**src/rtl/key_command_decoder.sv**
```systemverilog
// Turns UART key bytes into the Player instruction word: held movement bits plus queued one-tick action pulses.
// Build option KEY_ARROW_EN adds a VT100 escape-sequence decoder (ESC [ A..D) for arrow keys.
module key_command_decoder #(
    parameter int unsigned HOLD_TICKS        = 3,
    parameter int unsigned FIFO_DEPTH        = 4,
    parameter int unsigned ESC_TIMEOUT_TICKS = 2
) (
    input  logic        clk,
    input  logic        reset,
    input  logic [7:0]  rx_byte,
    input  logic        rx_valid,
    input  logic        tick,
    output logic [15:0] instruction,
    output logic        any_key,
    output logic        overflow,
    output logic [7:0]  unknown_count
);

    localparam int unsigned PTR_W     = $clog2(FIFO_DEPTH);
    localparam int unsigned CNT_W     = PTR_W + 1;
    localparam logic [3:0]  HOLD_LOAD = 4'(HOLD_TICKS);

    if (HOLD_TICKS < 1 || HOLD_TICKS > 15 || FIFO_DEPTH < 2 ||
        (FIFO_DEPTH & (FIFO_DEPTH - 1)) != 0 || ESC_TIMEOUT_TICKS < 1) begin : g_param_check
        $error("key_command_decoder: illegal parameter value");
    end

    // Case-insensitive decode of a plain key byte
    logic [7:0] lc_byte;
    logic [3:0] plain_mv;
    logic [2:0] plain_act;

    always_comb begin
        lc_byte   = rx_byte;
        plain_mv  = '0;
        plain_act = '0;
        if (rx_byte >= 8'h41 && rx_byte <= 8'h5A) begin
            lc_byte = rx_byte | 8'h20;
        end
        case (lc_byte)
            8'h77:        plain_mv  = 4'b0001;
            8'h73:        plain_mv  = 4'b0010;
            8'h61:        plain_mv  = 4'b0100;
            8'h64:        plain_mv  = 4'b1000;
            8'h20, 8'h7A: plain_act = 3'b001;
            8'h0D:        plain_act = 3'b010;
            8'h78:        plain_act = 3'b100;
            default:      ;
        endcase
    end

    logic       decode_en;
    logic [3:0] arrow_mv;
    logic       esc_unknown;

`ifdef KEY_ARROW_EN
    localparam int unsigned ESC_W = 8;

    typedef enum logic [1:0] {
        IDLE,
        GOT_ESC,
        GOT_BRACKET
    } esc_state_e;

    esc_state_e       esc_state_q, esc_state_d;
    logic [ESC_W-1:0] esc_ticks_q, esc_ticks_d;

    always_ff @(posedge clk or negedge reset) begin
        if (!reset) begin
            esc_state_q <= IDLE;
            esc_ticks_q <= '0;
        end else begin
            esc_state_q <= esc_state_d;
            esc_ticks_q <= esc_ticks_d;
        end
    end

    always_comb begin
        esc_state_d = esc_state_q;
        esc_ticks_d = esc_ticks_q;
        decode_en   = 1'b1;
        arrow_mv    = '0;
        esc_unknown = 1'b0;
        case (esc_state_q)
            IDLE: begin
                if (rx_valid && rx_byte == 8'h1B) begin
                    esc_state_d = GOT_ESC;
                    esc_ticks_d = '0;
                    decode_en   = 1'b0;
                end
            end
            GOT_ESC: begin
                if (rx_valid) begin
                    esc_ticks_d = '0;
                    if (rx_byte == 8'h5B) begin
                        esc_state_d = GOT_BRACKET;
                        decode_en   = 1'b0;
                    end else begin
                        esc_state_d = IDLE;
                    end
                end
            end
            GOT_BRACKET: begin
                if (rx_valid) begin
                    esc_state_d = IDLE;
                    esc_ticks_d = '0;
                    decode_en   = 1'b0;
                    case (rx_byte)
                        8'h41:   arrow_mv    = 4'b0001;
                        8'h42:   arrow_mv    = 4'b0010;
                        8'h43:   arrow_mv    = 4'b1000;
                        8'h44:   arrow_mv    = 4'b0100;
                        default: esc_unknown = 1'b1;
                    endcase
                end
            end
            default: esc_state_d = IDLE;
        endcase
        // Abandon a half-received sequence after enough silent ticks
        if (esc_state_q != IDLE && !rx_valid && tick) begin
            if (esc_ticks_q >= ESC_W'(ESC_TIMEOUT_TICKS - 1)) begin
                esc_state_d = IDLE;
                esc_ticks_d = '0;
            end else begin
                esc_ticks_d = esc_ticks_q + ESC_W'(1);
            end
        end
    end
`else
    assign decode_en   = 1'b1;
    assign arrow_mv    = '0;
    assign esc_unknown = 1'b0;
`endif

    logic [3:0] key_mv;
    logic [2:0] key_act;
    logic       key_hit;
    logic       unknown_hit;

    always_comb begin
        key_mv      = '0;
        key_act     = '0;
        unknown_hit = 1'b0;
        if (rx_valid) begin
            if (decode_en) begin
                key_mv      = plain_mv;
                key_act     = plain_act;
                unknown_hit = (plain_mv == 4'b0000) && (plain_act == 3'b000);
            end else begin
                key_mv      = arrow_mv;
                unknown_hit = esc_unknown;
            end
        end
        key_hit = (key_mv != 4'b0000) || (key_act != 3'b000);
    end

    logic [3:0][3:0]            hold_q, hold_d;
    logic [FIFO_DEPTH-1:0][2:0] fifo_q, fifo_d;
    logic [PTR_W-1:0]           wr_ptr_q, wr_ptr_d;
    logic [PTR_W-1:0]           rd_ptr_q, rd_ptr_d;
    logic [CNT_W-1:0]           count_q, count_d;
    logic [15:0]                instruction_q, instruction_d;
    logic                       any_key_q, any_key_d;
    logic                       overflow_q, overflow_d;
    logic [7:0]                 unknown_q, unknown_d;
    logic                       fifo_pop, fifo_full, fifo_push;

    always_comb begin
        hold_d        = hold_q;
        fifo_d        = fifo_q;
        wr_ptr_d      = wr_ptr_q;
        rd_ptr_d      = rd_ptr_q;
        count_d       = count_q;
        instruction_d = instruction_q;
        any_key_d     = key_hit;
        overflow_d    = overflow_q;
        unknown_d     = unknown_q;

        // Tick ages every live hold; a fresh key reloads it and cancels its opposite
        for (int i = 0; i < 4; i++) begin
            if (tick && hold_q[i] != 4'd0) begin
                hold_d[i] = hold_q[i] - 4'd1;
            end
        end
        if (key_mv[0]) begin
            hold_d[0] = HOLD_LOAD;
            hold_d[1] = '0;
        end
        if (key_mv[1]) begin
            hold_d[1] = HOLD_LOAD;
            hold_d[0] = '0;
        end
        if (key_mv[2]) begin
            hold_d[2] = HOLD_LOAD;
            hold_d[3] = '0;
        end
        if (key_mv[3]) begin
            hold_d[3] = HOLD_LOAD;
            hold_d[2] = '0;
        end

        // A pop in the same cycle frees the slot for a push into a full queue
        fifo_pop  = tick && (count_q != '0);
        fifo_full = (count_q == CNT_W'(FIFO_DEPTH));
        fifo_push = (key_act != 3'b000) && (!fifo_full || fifo_pop);
        if (fifo_push) begin
            fifo_d[wr_ptr_q] = key_act;
            wr_ptr_d         = wr_ptr_q + PTR_W'(1);
        end
        if (fifo_pop) begin
            rd_ptr_d = rd_ptr_q + PTR_W'(1);
        end
        case ({fifo_push, fifo_pop})
            2'b10:   count_d = count_q + CNT_W'(1);
            2'b01:   count_d = count_q - CNT_W'(1);
            default: ;
        endcase
        if (key_act != 3'b000 && !fifo_push) begin
            overflow_d = 1'b1;
        end

        instruction_d[15:7] = '0;
        for (int i = 0; i < 4; i++) begin
            instruction_d[i] = (hold_q[i] != 4'd0);
        end
        if (tick) begin
            instruction_d[6:4] = fifo_pop ? fifo_q[rd_ptr_q] : 3'b000;
        end

        if (unknown_hit && unknown_q != 8'hFF) begin
            unknown_d = unknown_q + 8'd1;
        end
    end

    always_ff @(posedge clk or negedge reset) begin
        if (!reset) begin
            hold_q        <= '0;
            fifo_q        <= '0;
            wr_ptr_q      <= '0;
            rd_ptr_q      <= '0;
            count_q       <= '0;
            instruction_q <= '0;
            any_key_q     <= 1'b0;
            overflow_q    <= 1'b0;
            unknown_q     <= '0;
        end else begin
            hold_q        <= hold_d;
            fifo_q        <= fifo_d;
            wr_ptr_q      <= wr_ptr_d;
            rd_ptr_q      <= rd_ptr_d;
            count_q       <= count_d;
            instruction_q <= instruction_d;
            any_key_q     <= any_key_d;
            overflow_q    <= overflow_d;
            unknown_q     <= unknown_d;
        end
    end

    assign instruction   = instruction_q;
    assign any_key       = any_key_q;
    assign overflow      = overflow_q;
    assign unknown_count = unknown_q;

endmodule

```
**config.mk**
```make
export PLATFORM = sky130hd
export DESIGN_NAME = key_command_decoder
export DESIGN_NICKNAME = d
export VERILOG_FILES = /design/src/rtl/key_command_decoder.sv
export SDC_FILE = /design/constraint.sdc
export NUM_CORES = 1
export LEC_CHECK = 0
export ABC_CLOCK_PERIOD_IN_PS = 2680
export CAP_MARGIN = 10
export CORE_MARGIN = 2
export CORE_UTILIZATION = 30
export DETAILED_ROUTE_END_ITERATION = 10
export GPL_ROUTABILITY_DRIVEN = 1
export PLACE_DENSITY = 0.58
export SLEW_MARGIN = 0
export SYNTH_ARGS = -nofsm -noshare
export SYNTH_HDL_FRONTEND = slang
export SYNTH_SLANG_ARGS = --single-unit
export TNS_END_PERCENT = 100
```
**constraint.sdc**
```tcl
create_clock -name clk -period 2.68 [get_ports clk]
set_input_delay 0.268 -clock clk [delete_from_list [all_inputs] [get_ports clk]]
set_output_delay 0.268 -clock clk [all_outputs]
set_load 0.02 [all_outputs]
```
==> results of run 1 <==
## where the power goes
| part | internal, mW | leakage, nW | switching, mW |
|---|---|---|---|
| sequential | 1.06 | 0.632 | 0.244 |
| clock | 0.191 | 0.0423 | 0.294 |
| combinational | 0.586 | 0.867 | 0.573 |
## final cells by class
class | count | area, um2
fillers | 912 | 5768
multi-input cells | 192 | 1364
flip-flops and latches | 52 | 1301
repair buffers | 50 | 442.9
well taps | 111 | 138.9
inverters | 23 | 86.33
clock buffers | 5 | 68.82
clock inverters | 3 | 26.28
## synthesized netlist by cell type (4+ instances only)
master | n | area share
sky130_fd_sc_hd__dfrtp_1 | 52 | 0.46
sky130_fd_sc_hd__nand2_1 | 31 | 0.041
sky130_fd_sc_hd__inv_1 | 22 | 0.029
sky130_fd_sc_hd__nor2_1 | 17 | 0.023
sky130_fd_sc_hd__xnor2_1 | 14 | 0.044
sky130_fd_sc_hd__ha_1 | 12 | 0.053
sky130_fd_sc_hd__buf_4 | 9 | 0.024
sky130_fd_sc_hd__o21ai_0 | 9 | 0.016
sky130_fd_sc_hd__xor2_1 | 9 | 0.028
sky130_fd_sc_hd__o21ai_1 | 8 | 0.014
sky130_fd_sc_hd__a21oi_1 | 7 | 0.012
sky130_fd_sc_hd__mux2_1 | 7 | 0.028
sky130_fd_sc_hd__nand3_1 | 6 | 0.011
sky130_fd_sc_hd__clkbuf_1 | 5 | 0.0067
sky130_fd_sc_hd__nand4_1 | 5 | 0.011
sky130_fd_sc_hd__a21oi_2 | 4 | 0.012
sky130_fd_sc_hd__o22ai_1 | 4 | 0.0089
sky130_fd_sc_hd__or4_1 | 4 | 0.011
## cells by family after synthesis
kind of cell | after synthesis | share of synthesized area
XOR/XNOR | 23 | 0.07149
other | 1 | 0.001331
AO/OA/AOI/OAI | 43 | 0.1075
adder cells (fa/ha/maj) | 13 | 0.06039
flip-flops | 52 | 0.4618
multiplexers | 13 | 0.06350
AND/OR/NAND/NOR | 91 | 0.1692
buffers and inverters | 39 | 0.06483
## registers in the layout, summed over array words and instances (netlist names)
| signal | count |
|---|---|
| overflow | 1 |
| count_q | 3 |
| instruction | 7 |
| fifo_q | 12 |
| wr_ptr_q | 2 |
| rd_ptr_q | 2 |
| hold_q | 16 |
| any_key | 1 |
| unknown_count | 8 |
## timing repair
action,in CTS,in global routing
endpoints found under the hold margin,24,0
hold buffers,1,0
gates resized for setup,0,1
endpoints found under the setup margin,0,1
## worst min path at each step
stage,slack [ns],depth (start not counted),startpoint,end
after floorplan,-0.03,0,reset,any_key
after global placement,0.32,1,reset,instruction[4]
after detailed placement,0.33,1,reset,instruction[4]
after CTS,0.50,1,overflow,overflow
after global routing,0.53,1,fifo_q[2],fifo_q[2]
final,0.50,2,reset,hold_q[10]
## layer usage
layer	wire (um)	global-route usage	share of wire	vias to the layer above
met5	0	0	0	-
met4	71	0.03430	0.012	0
met3	262	0.03259	0.045	5
met2	2521	0.1774	0.44	49
met1	2939	0.1740	0.51	973
li1	-	-	-	1013
## through the flow
step,std cells,util,area (um2)
3_3_place_gp,427,0.3614,3323
3_5_place_dp,427,0.3614,3323
4_1_cts,436,0.3728,3428
2_1_floorplan,283,-,2848
6_report,436,0.3728,3428
5_1_grt,436,0.3728,3428
==> reports/results.txt, run 1 <==
The post-layout minimum cycle time came out at 2.579 ns. The floorplan has 35 rows. Setup slack of the most critical reg-to-reg path: 0.48 ns. Wire length of the first global-routing pass: 9660 um.

By startpoint and endpoint, the worst setup path is classified as primary input to register. The tools report the HPWL after detailed placement as 4280 um. The tools report the clock sink count as 52.

The run gives 0 as the total inserted antenna cells. The tools report the kind of capture point of the worst setup path as a register. The analysis attributes to cell leakage a power of 1.541 nW. The tools report the total die area as 10,180 um2. Summing every instance area after synthesis gives 2818 um2. Maximum fanout along the worst path: 2.

The combined buffer and inverter count along the critical path is 3, and the setup slack after placement is -0.2327 ns. The slowest stage of the critical path belongs to the cell sky130_fd_sc_hd__or4_1. The tools report the synthesized instance count as 275. The tools report the count of H-tree levels built during CTS as 2. The startpoint type of the worst setup path is a primary input.

Launch instance of the worst register-to-register path: count_q[1]. Clock latency on the worst-skew pair, taken at its later pin, is 0.32 ns. The capturing point of the worst reg2reg path was count_q[2]. The post-synthesis to final-layout area growth works out to 21.67%. Across all hold checks on the routed design, the worst slack comes to 0.4975 ns. Entering global routing, the biggest net connects 27 pins.

The largest stage delay on the critical path works out to 0.52 ns. The most critical setup path has its endpoint at count_q[2]. Total of endpoints with negative setup slack in the final report: 0. Power spread over the standard cell area amounts to 860.0 nW/um2. Before antenna repair, the detailed router went through 4 iterations.

Yosys mapped a number of flops with a built-in enable equal to 0. The detail route stage leaves a number of antenna-violating nets equal to 0. Deepest clock path buffer count: 2. The die is 100.9 um tall.

The ratio of cells with drive above 1 in the final layout was 0.1385; the worst-case setup margin in the final layout was 0.1010 ns. The post-CTS clock slew at the launch and capture registers of the worst setup and hold paths was 0.11 ns; the portion of the post-synthesis area used by sequential elements was 0.4618. Summing over every cut layer, the via total after detailed routing is 2,040. The logs give 2.79 ns for the data arrival at the endpoint of the critical path and 0 for the number of DRC violations after detailed routing. The required time of the critical path was 2.89 ns.

The critical path launch point is rx_byte[4]. The worst hold path class is primary input to asynchronous set/reset pin. Traced cell by cell, the critical path runs through clkdlybuf4s50_1 -> or4_1 -> or4_4 -> a21boi_4 -> a21boi_4 -> inv_1 -> ha_1 -> inv_1 -> fa_1 -> xor2_1 -> nor2_1 -> xor2_1. The number of clock buffers added by TritonCTS is 5. For the final routed database, the setup TNS stands at 0 ns. Setup repair after global routing left no endpoint under its margin.

The number of logic stages on the critical path including buffering was 12; the peak ir drop on the vdd network was 321.2 uV. The tools report the count of nets after finishing as 349. The global placement routability congestion came out at 0.8156. Counting distinct cell types in the post-synthesis netlist gives 50. The final hold violation count was 0. The library cell used most frequently in the layout, excluding fill and tap cells, is sky130_fd_sc_hd__dfrtp_1. Across the run, the number of max-cap violations was 0. The cell depth of the worst flop-to-flop path came out at 11. TritonCTS built the clock tree.

The via count of the first global-routing pass was 1,939; the count of pins on the block boundary was 38. The core footprint is 9196 um2, and the post-synthesis async set-or-reset flop share is 1.000. The transition time at the pin with the least slew margin is 0.6103 ns, and the worst slew margin relative to its limit is 0.5931.

Timing would allow up to 0.3877 GHz. In this run the tool buffered the top-level ports with 28 buffer cells. The run finished with clean final reports. The total congestion overflow is 0. The number of antenna violations at the first check in global routing is 0. After detailed routing, the average wire length per cell comes to 13.29 um.

The final wirelength was 5795 um; the die outline width was 100.9 um. The overall fraction of global-route tracks in use was 0.1206. The clock root buffer master was sky130_fd_sc_hd__clkbuf_8. The tools report the number of warning messages in the yosys log as 0.

Overall power consumption after layout is estimated at 2.948 mW. For this block, the initial DRC count from the detailed router was 84. The logs give 0 for the number of pins with negative max-slew slack in the final report and 0.01330 ns for the final clock skew. Ratio of final minimum period to clock period: 0.9623. For the post-CTS repair timing setup buffer count, the log shows 0. Leaving out fill and tap cells, the most frequent cells in the layout are 52 x sky130_fd_sc_hd__dfrtp_1, 31 x sky130_fd_sc_hd__nand2_1, 27 x sky130_fd_sc_hd__clkdlybuf4s50_1, 22 x sky130_fd_sc_hd__inv_1, 21 x sky130_fd_sc_hd__buf_4. The number of synthesized register bits was 52; the detailed-route vias per instance was 4.679.

The top cell family by delay on the critical path was simple AND/OR/NAND/NOR gates. The top flip-flop cell by instance count after synthesis is sky130_fd_sc_hd__dfrtp_1. The synthesized area divided by synthesized cell count was 10.25 um2; the starting utilization of the core area was 0.3064.
Power figures use the tool's default switching activity.
==> inputs of run 2 (changes only) <==
RECOVER_POWER = 100   (was default)
==> run 2 against run 1 <==
  * Sequential cell count stayed put
  * Critical path depth did not move
  * Die area unchanged
  * Critical path type unchanged
  * Critical endpoint unchanged
  * Largest power group unchanged
  * Highest routed layer unchanged
==> reports/results.txt, run 2 (synthesis results as in run 1) <==
The flip-flop count of the largest register after layout was 16 (unchanged); the via count of the first global-routing pass was 1,939 (unchanged). The startpoint type of the worst setup path is a primary input. The run gives 0.1080 ns (+0.007051 ns) as the worst-case setup margin in the final layout.

The tools report the required time of the critical path as 2.89 ns (about the same). The detailed-route vias per instance was 4.647 (-0.69%); the area of all placed cells without fillers was 3372 um2 (-1.6%). The run gives 0.02545 (-0.5676) as the worst slew margin relative to its limit.

In the layout the commonest cells are 52 x sky130_fd_sc_hd__dfrtp_1, 31 x sky130_fd_sc_hd__nand2_1, 22 x sky130_fd_sc_hd__inv_1, 20 x sky130_fd_sc_hd__dlygate4sd3_1, 17 x sky130_fd_sc_hd__nor2_1. The tools report the final hold violation count as 0 (unchanged). The tools report the data arrival at the endpoint of the critical path as 2.78 ns (about the same). The total of endpoints with negative setup slack in the final report is 0 (unchanged). Ranked by flip-flop count, first place goes to hold_q.

The overall fraction of global-route tracks in use was 0.1206 (unchanged). The number of pins with negative max-slew slack in the final report is 0 (unchanged). The worst-case hold path end point is overflow.

The deepest clock path buffer count was 2 (unchanged). The flow ran to the end, and the final reports show no timing, DRC or antenna violations. The placed instance area is 3323 um2 (unchanged), and the final clock skew is 0.01144 ns (-0.001867 ns). The HPWL after detailed placement came out at 4280 um (unchanged). The worst register-to-register path begins at count_q[1]. The logs give 427 (unchanged) for the number of cells in the design after placement and 5 (unchanged) for the number of buffers added by the clock tree synthesis step. The die outline width was 100.9 um (unchanged). The number of optimization iterations in the first detailed-route pass was 4 (unchanged). The run gives 1.522 nW (-1.2%) as the leakage power figure. The run gives 2,026 (-0.69%) as the count of vias placed by the detailed router. The pin count of the biggest net entering global routing is 27 (unchanged).

The total congestion overflow is 0 (unchanged), and the depth of the worst hold-timing path is 1. The ratio of cells with drive above 1 in the final layout was 0.09231 (-0.04615); the post-CTS repair timing setup buffer count was 0 (unchanged). Number of DRC violations after detailed routing: 0 (unchanged). The transition time at the pin with the least slew margin works out to 1.462 ns (+0.8515 ns). The total die area is 10,180 um2 (unchanged), and the maximum fanout along the worst path is 2 (unchanged). The run gives 0.3888 GHz (+0.27%) as the maximum frequency from static timing analysis.

The starting utilization of the core area is 0.3064 (unchanged), and the number of I/O port buffers is 28 (unchanged). The setup slack after placement was -0.2327 ns (unchanged). The final instance count without filler cells is 436 (unchanged). For the final wirelength, the log shows 5781 um (-0.24%). The number of placement rows is 35 (unchanged). The post-layout minimum cycle time came out at 2.572 ns (-0.007051 ns). Setup repair after global routing left no endpoint under its margin. The total power per unit cell area works out to 857.7 nW/um2 (-0.26%). By startpoint and endpoint, the worst setup path is classified as primary input to register.

The run gives 38 (unchanged) as the count of pins on the block boundary. The count of nets after finishing is 349 (unchanged), and the number of antenna violations at the first check in global routing is 0 (unchanged). The run gives 9196 um2 (unchanged) as the core footprint.

TritonCTS built the clock tree. The ratio of final minimum period to clock period came out at 0.9597 (-0.002631). The post-route antenna net violation count is 0 (unchanged), and the count of H-tree levels built during CTS is 2 (unchanged). The total inserted antenna cells was 0 (unchanged). The tightest min-delay check is of the register to register type.

Setup slack of the most critical reg-to-reg path: 0.49 ns (about the same). Relative to the synthesized area, the layout overhead comes to 19.67%. The cell depth of the worst flop-to-flop path is 11 (unchanged). Leaving out fill and tap cells, the most frequent cell in the layout is sky130_fd_sc_hd__dfrtp_1. The first-iteration detailed-routing DRC count was 83 (-1.2%). The y dimension of the die is 100.9 um (unchanged). The per-cell routed wire length is 13.26 um (-0.24%). The post-CTS clock slew at the launch and capture registers of the worst setup and hold paths is 0.11 ns (about the same). The worst setup path is captured at a register. The logs give 0.32 ns (about the same) for the later-pin clock latency in the skew report and 297.8 uV (-7.3%) for the peak ir drop on the vdd network.

The clock sink count came out at 52 (unchanged). Clock root buffer master: sky130_fd_sc_hd__clkbuf_8. In this run the most critical hold path is launched from overflow. In this run the critical register-to-register path is captured at count_q[2]. For the wire length of the first global-routing pass, the log shows 9660 um (unchanged).

The setup TNS is 0 ns (unchanged), and the total of max-cap violations is 0 (unchanged). The run gives 0.8156 (unchanged) as the global placement routability congestion.
## run 2: cell count changes in the layout (fill, tap and decap cells not counted), sizes merged
| cell | before | now |
|---|---|---|
| dlygate4sd3 | 1 | 20 |
| clkbuf | 5 | 16 |
| buf | 22 | 11 |
| clkdlybuf4s50 | 27 | 8 |
## run 2: metal layers
metal,up-vias,share of wire,global-route usage,routed length [um]
li1,1022,-,-,-
met1,961,0.51,0.1740,2971
met2,37,0.43,0.1774,2512
met3,6,0.039,0.03259,228
met4,0,0.012,0.03430,69
met5,-,0,0,0
## run 2: through the flow
stage	power [mW]	hold slack, ns	utilization
after global placement	2.451	0.3228	0.3614
after floorplan	2.084	-0.02759	-
after CTS	2.987	0.5048	0.3728
after global routing	3.131	0.5204	0.3667
final	2.892	0.4901	0.3667
after detailed placement	2.485	0.3251	0.3614
## run 2: final cells by class
cell class / instances / area, um2
clock buffers: 5 / 68.82
clock inverters: 3 / 26.28
fillers: 923 / 5824
inverters: 23 / 86.33
multi-input cells: 192 / 1344
flip-flops and latches: 52 / 1301
well taps: 111 / 138.9
repair buffers: 50 / 406.6
## run 2: where the power goes
part	leakage, nW	internal (mW)	switching (mW)
Clock	0.0423	0.191	0.292
Sequential	0.632	1.06	0.239
Combinational	0.848	0.542	0.567
## run 2: how the worst max path moves through the flow
stage	startpoint	end	cells after the start
after detailed placement	rx_byte[4]	count_q[1]	10
after global placement	rx_byte[4]	count_q[2]	12
after floorplan	rx_byte[4]	count_q[1]	9
after CTS	rx_byte[4]	count_q[1]	10
after global routing	rx_byte[4]	count_q[2]	12
final	rx_byte[4]	count_q[2]	12
## run 2: worst max-delay path: stages
cell and delay, ns:
sky130_fd_sc_hd__clkdlybuf4s50_1 0.43, sky130_fd_sc_hd__or4_1 0.52, sky130_fd_sc_hd__or4_4 0.42, sky130_fd_sc_hd__a21boi_4 0.16, sky130_fd_sc_hd__a21boi_4 0.17, sky130_fd_sc_hd__inv_1 0.05
sky130_fd_sc_hd__ha_1 0.19, sky130_fd_sc_hd__inv_1 0.07, sky130_fd_sc_hd__fa_1 0.17, sky130_fd_sc_hd__xor2_1 0.14, sky130_fd_sc_hd__nor2_1 0.06, sky130_fd_sc_hd__xor2_1 0.13
## run 2: what timing repair did
action	CTS	global route
endpoints found under the setup margin	0	1
hold buffers	1	0
gates resized for setup	0	1
endpoints found under the hold margin	24	0
==> inputs of run 3 (changes only) <==
CORE_UTILIZATION = 53   (was 30)
PLACE_DENSITY = 0.86   (was 0.58)
==> run 3 against run 2 <==
  * Register-to-register slack got worse by 0.03 ns
  * Critical path depth shrank 2
  * Cell count down 9.9%
  * Clock skew down 0.0075 ns
  * Wire length shrank 5.7%
  * Highest routed layer unchanged
  * Maximum frequency is 0.44% higher
  * Via count increased by 3.9%
  * Sequential cell count did not move
  * Cell area shrank 0.82%
  * Combinational power is essentially flat
  * Die area down 42%
==> reports/results.txt, run 3 (synthesis results as in run 1) <==
The detailed-route vias per instance came out at 5.356 (+15%). The pin count of the biggest net entering global routing is 39 (+44%), and the ratio of cells with drive above 1 in the final layout is 0.1053 (+0.01296). The number of pins with negative max-slew slack in the final report is 0 (unchanged). The largest individual stage delay along the critical path comes from the cell sky130_fd_sc_hd__or4_1. The maximum fanout along the worst path was 2 (unchanged). For the placed instance area, the log shows 3249 um2 (-2.2%). Launch instance of the worst register-to-register path: count_q[1]. The peak ir drop on the vdd network was 526.4 uV (+77%); the number of cells in the design after placement was 383 (-10%). The transition time at the pin with the least slew margin is 0.9239 ns (-0.5379 ns), and the number of buffers added by the clock tree synthesis step is 5 (unchanged). Tracing the worst setup path back leads to its startpoint at rx_byte[5]. The critical path ends at count_q[1]. The tools report the core footprint as 5107 um2 (-44%). The count of H-tree levels built during CTS was 2 (unchanged); the y dimension of the die was 76.92 um (-24%). The worst setup path is captured at a register. The global placement routability congestion is 0.8461 (+3.7%), and the ratio of final minimum period to clock period is 0.9555 (-0.004198).

The number of optimization iterations in the first detailed-route pass is 4 (unchanged). The count of vias placed by the detailed router is 2,105 (+3.9%), and the flip-flop count of the largest register after layout is 16 (unchanged). The count of nets after finishing was 347 (-0.57%); the total inserted antenna cells was 0 (unchanged).

The starting utilization of the core area was 0.5517 (+0.2453). The per-cell routed wire length was 13.87 um (+4.6%); the area of all placed cells without fillers was 3344 um2 (-0.82%). The first-iteration detailed-routing DRC count was 172 (+110%). Setup repair after global routing left no endpoint under its margin. The leakage power figure is 1.545 nW (+1.5%).

The die outline width is 76.92 um (-24%). The final instance count without filler cells is 393 (-9.9%). The startpoint type of the worst setup path was a primary input. The register bank with the most flops is hold_q. The HPWL after detailed placement is 3961 um (-7.4%).

The tightest min-delay check is of the register to register type. The run gives 2.91 ns (+0.02 ns) as the required time of the critical path. The library cell used most frequently in the layout, excluding fill and tap cells, is sky130_fd_sc_hd__dfrtp_1. The top cell types in the final layout, fill and taps aside, are 52 x sky130_fd_sc_hd__dfrtp_1, 31 x sky130_fd_sc_hd__nand2_1, 21 x sky130_fd_sc_hd__inv_1, 19 x sky130_fd_sc_hd__dlygate4sd3_1, 17 x sky130_fd_sc_hd__nor2_1. The clock sink count is 52 (unchanged), and the number of antenna violations at the first check in global routing is 0 (unchanged). TritonCTS built the clock tree.

The tools report the clock root buffer master as sky130_fd_sc_hd__clkbuf_8. The number of placement rows was 26 (-26%). The number of I/O port buffers was 28 (unchanged). The cell depth of the worst flop-to-flop path is 11 (unchanged). Walking the worst path, the cells encountered are clkdlybuf4s50_1 -> or4_1 -> or4_4 -> a21boi_4 -> a21boi_4 -> inv_1 -> ha_2 -> inv_2 -> fa_2 -> o21ai_0.

The data arrival at the endpoint of the critical path is 2.79 ns (about the same). The post-CTS clock slew at the launch and capture registers of the worst setup and hold paths was 0.09 ns (-0.02 ns). From synthesis to final layout, the design area changed by 18.69%. The largest stage delay on the critical path was 0.53 ns (about the same); the maximum frequency from static timing analysis was 0.3905 GHz (+0.44%). The count of pins on the block boundary is 38 (unchanged). The final hold violation count was 0 (unchanged). The total of endpoints with negative setup slack in the final report is 0 (unchanged). The most frequent cell on the critical path is sky130_fd_sc_hd__a21boi_4. Total power per unit cell area: 882.4 nW/um2 (+2.9%).

The deepest clock path buffer count is 2 (unchanged), and the post-layout minimum cycle time is 2.561 ns (-0.01125 ns). The run gives 5452 um (-5.7%) as the final wirelength. The run finished with clean final reports. The overall fraction of global-route tracks in use is 0.2019 (+0.08135). The final clock skew was 0.003951 ns (-0.007485 ns); the later-pin clock latency in the skew report was 0.30 ns (-0.02 ns). The via count of the first global-routing pass is 2,118 (+9.2%), and the worst slew margin relative to its limit is 0.3841 (+0.3586). The run gives 5916 um2 (-42%) as the total die area. For the total of max-cap violations, the log shows 0 (unchanged). The run gives 0.46 ns (-0.03 ns) as the setup slack of the most critical reg-to-reg path.

The critical path is of the primary input to register type. Post-route antenna net violation count: 0 (unchanged). The logs give 0 (unchanged) for the total congestion overflow and 9508 um (-1.6%) for the wire length of the first global-routing pass. The number of DRC violations after detailed routing came out at 0 (unchanged). In this run the critical register-to-register path is captured at count_q[2].
-- run 3: layout make-up --
cell class | instances | area [um2]
fillers | 423 | 1763
repair buffers | 48 | 407.9
flip-flops and latches | 52 | 1301
well taps | 70 | 87.58
clock buffers | 6 | 72.57
clock inverters | 2 | 35.03
inverters | 23 | 86.33
multi-input cells | 192 | 1354
-- run 3: worst max-delay path: cells and delay by family --
family                   cells  cell delay (ns)
AND/OR/NAND/NOR              2             0.96
adder cells (fa/ha/maj)      2             0.59
buffers and inverters        3             0.50
AO/OA/AOI/OAI                3             0.47
-- run 3: how the worst min path moves through the flow --
| stage | depth (start not counted) | end | startpoint | slack, ns |
|---|---|---|---|---|
| detailed placement | 1 | rd_ptr_q[1] | reset | 0.19 |
| CTS | 2 | rd_ptr_q[1] | reset | 0.40 |
| global placement | 1 | rd_ptr_q[1] | reset | 0.18 |
| global route | 1 | fifo_q[11] | fifo_q[11] | 0.52 |
| floorplan | 0 | any_key | reset | -0.03 |
| finish | 1 | unknown_count[7] | unknown_count[7] | 0.50 |
-- run 3: what timing repair did --
action,CTS,global route
setup buffers,0,1
endpoints found under the hold margin,14,0
hold buffers,1,0
endpoints found under the setup margin,0,2
resized for setup,0,4
-- run 3: metrics by stage --
step	hold WS (ns)	setup slack [ns]	power [mW]	setup TNS, ns	util
5_1_grt	0.5229	0.007083	3.192	0	0.6548
6_report	0.4952	0.1193	2.951	0	0.6548
3_3_place_gp	0.1843	-0.1810	2.412	-0.3607	0.6362
2_1_floorplan	-0.02759	0.1561	2.084	0	-
3_5_place_dp	0.1857	-0.2751	2.478	-0.5460	0.6362
4_1_cts	0.4004	0.05083	3.016	0	0.6592
-- run 3: metal layers --
layer	GRT usage	share of wire
met1	0.2691	0.45
met2	0.3272	0.48
met3	0.04588	0.047
met4	0.06727	0.020
met5	0	0
-- run 3: power by group --
part	internal [mW]	switching [mW]
clock	0.277	0.252
sequential	1.06	0.243
combinational	0.546	0.572
total	1.88	1.07
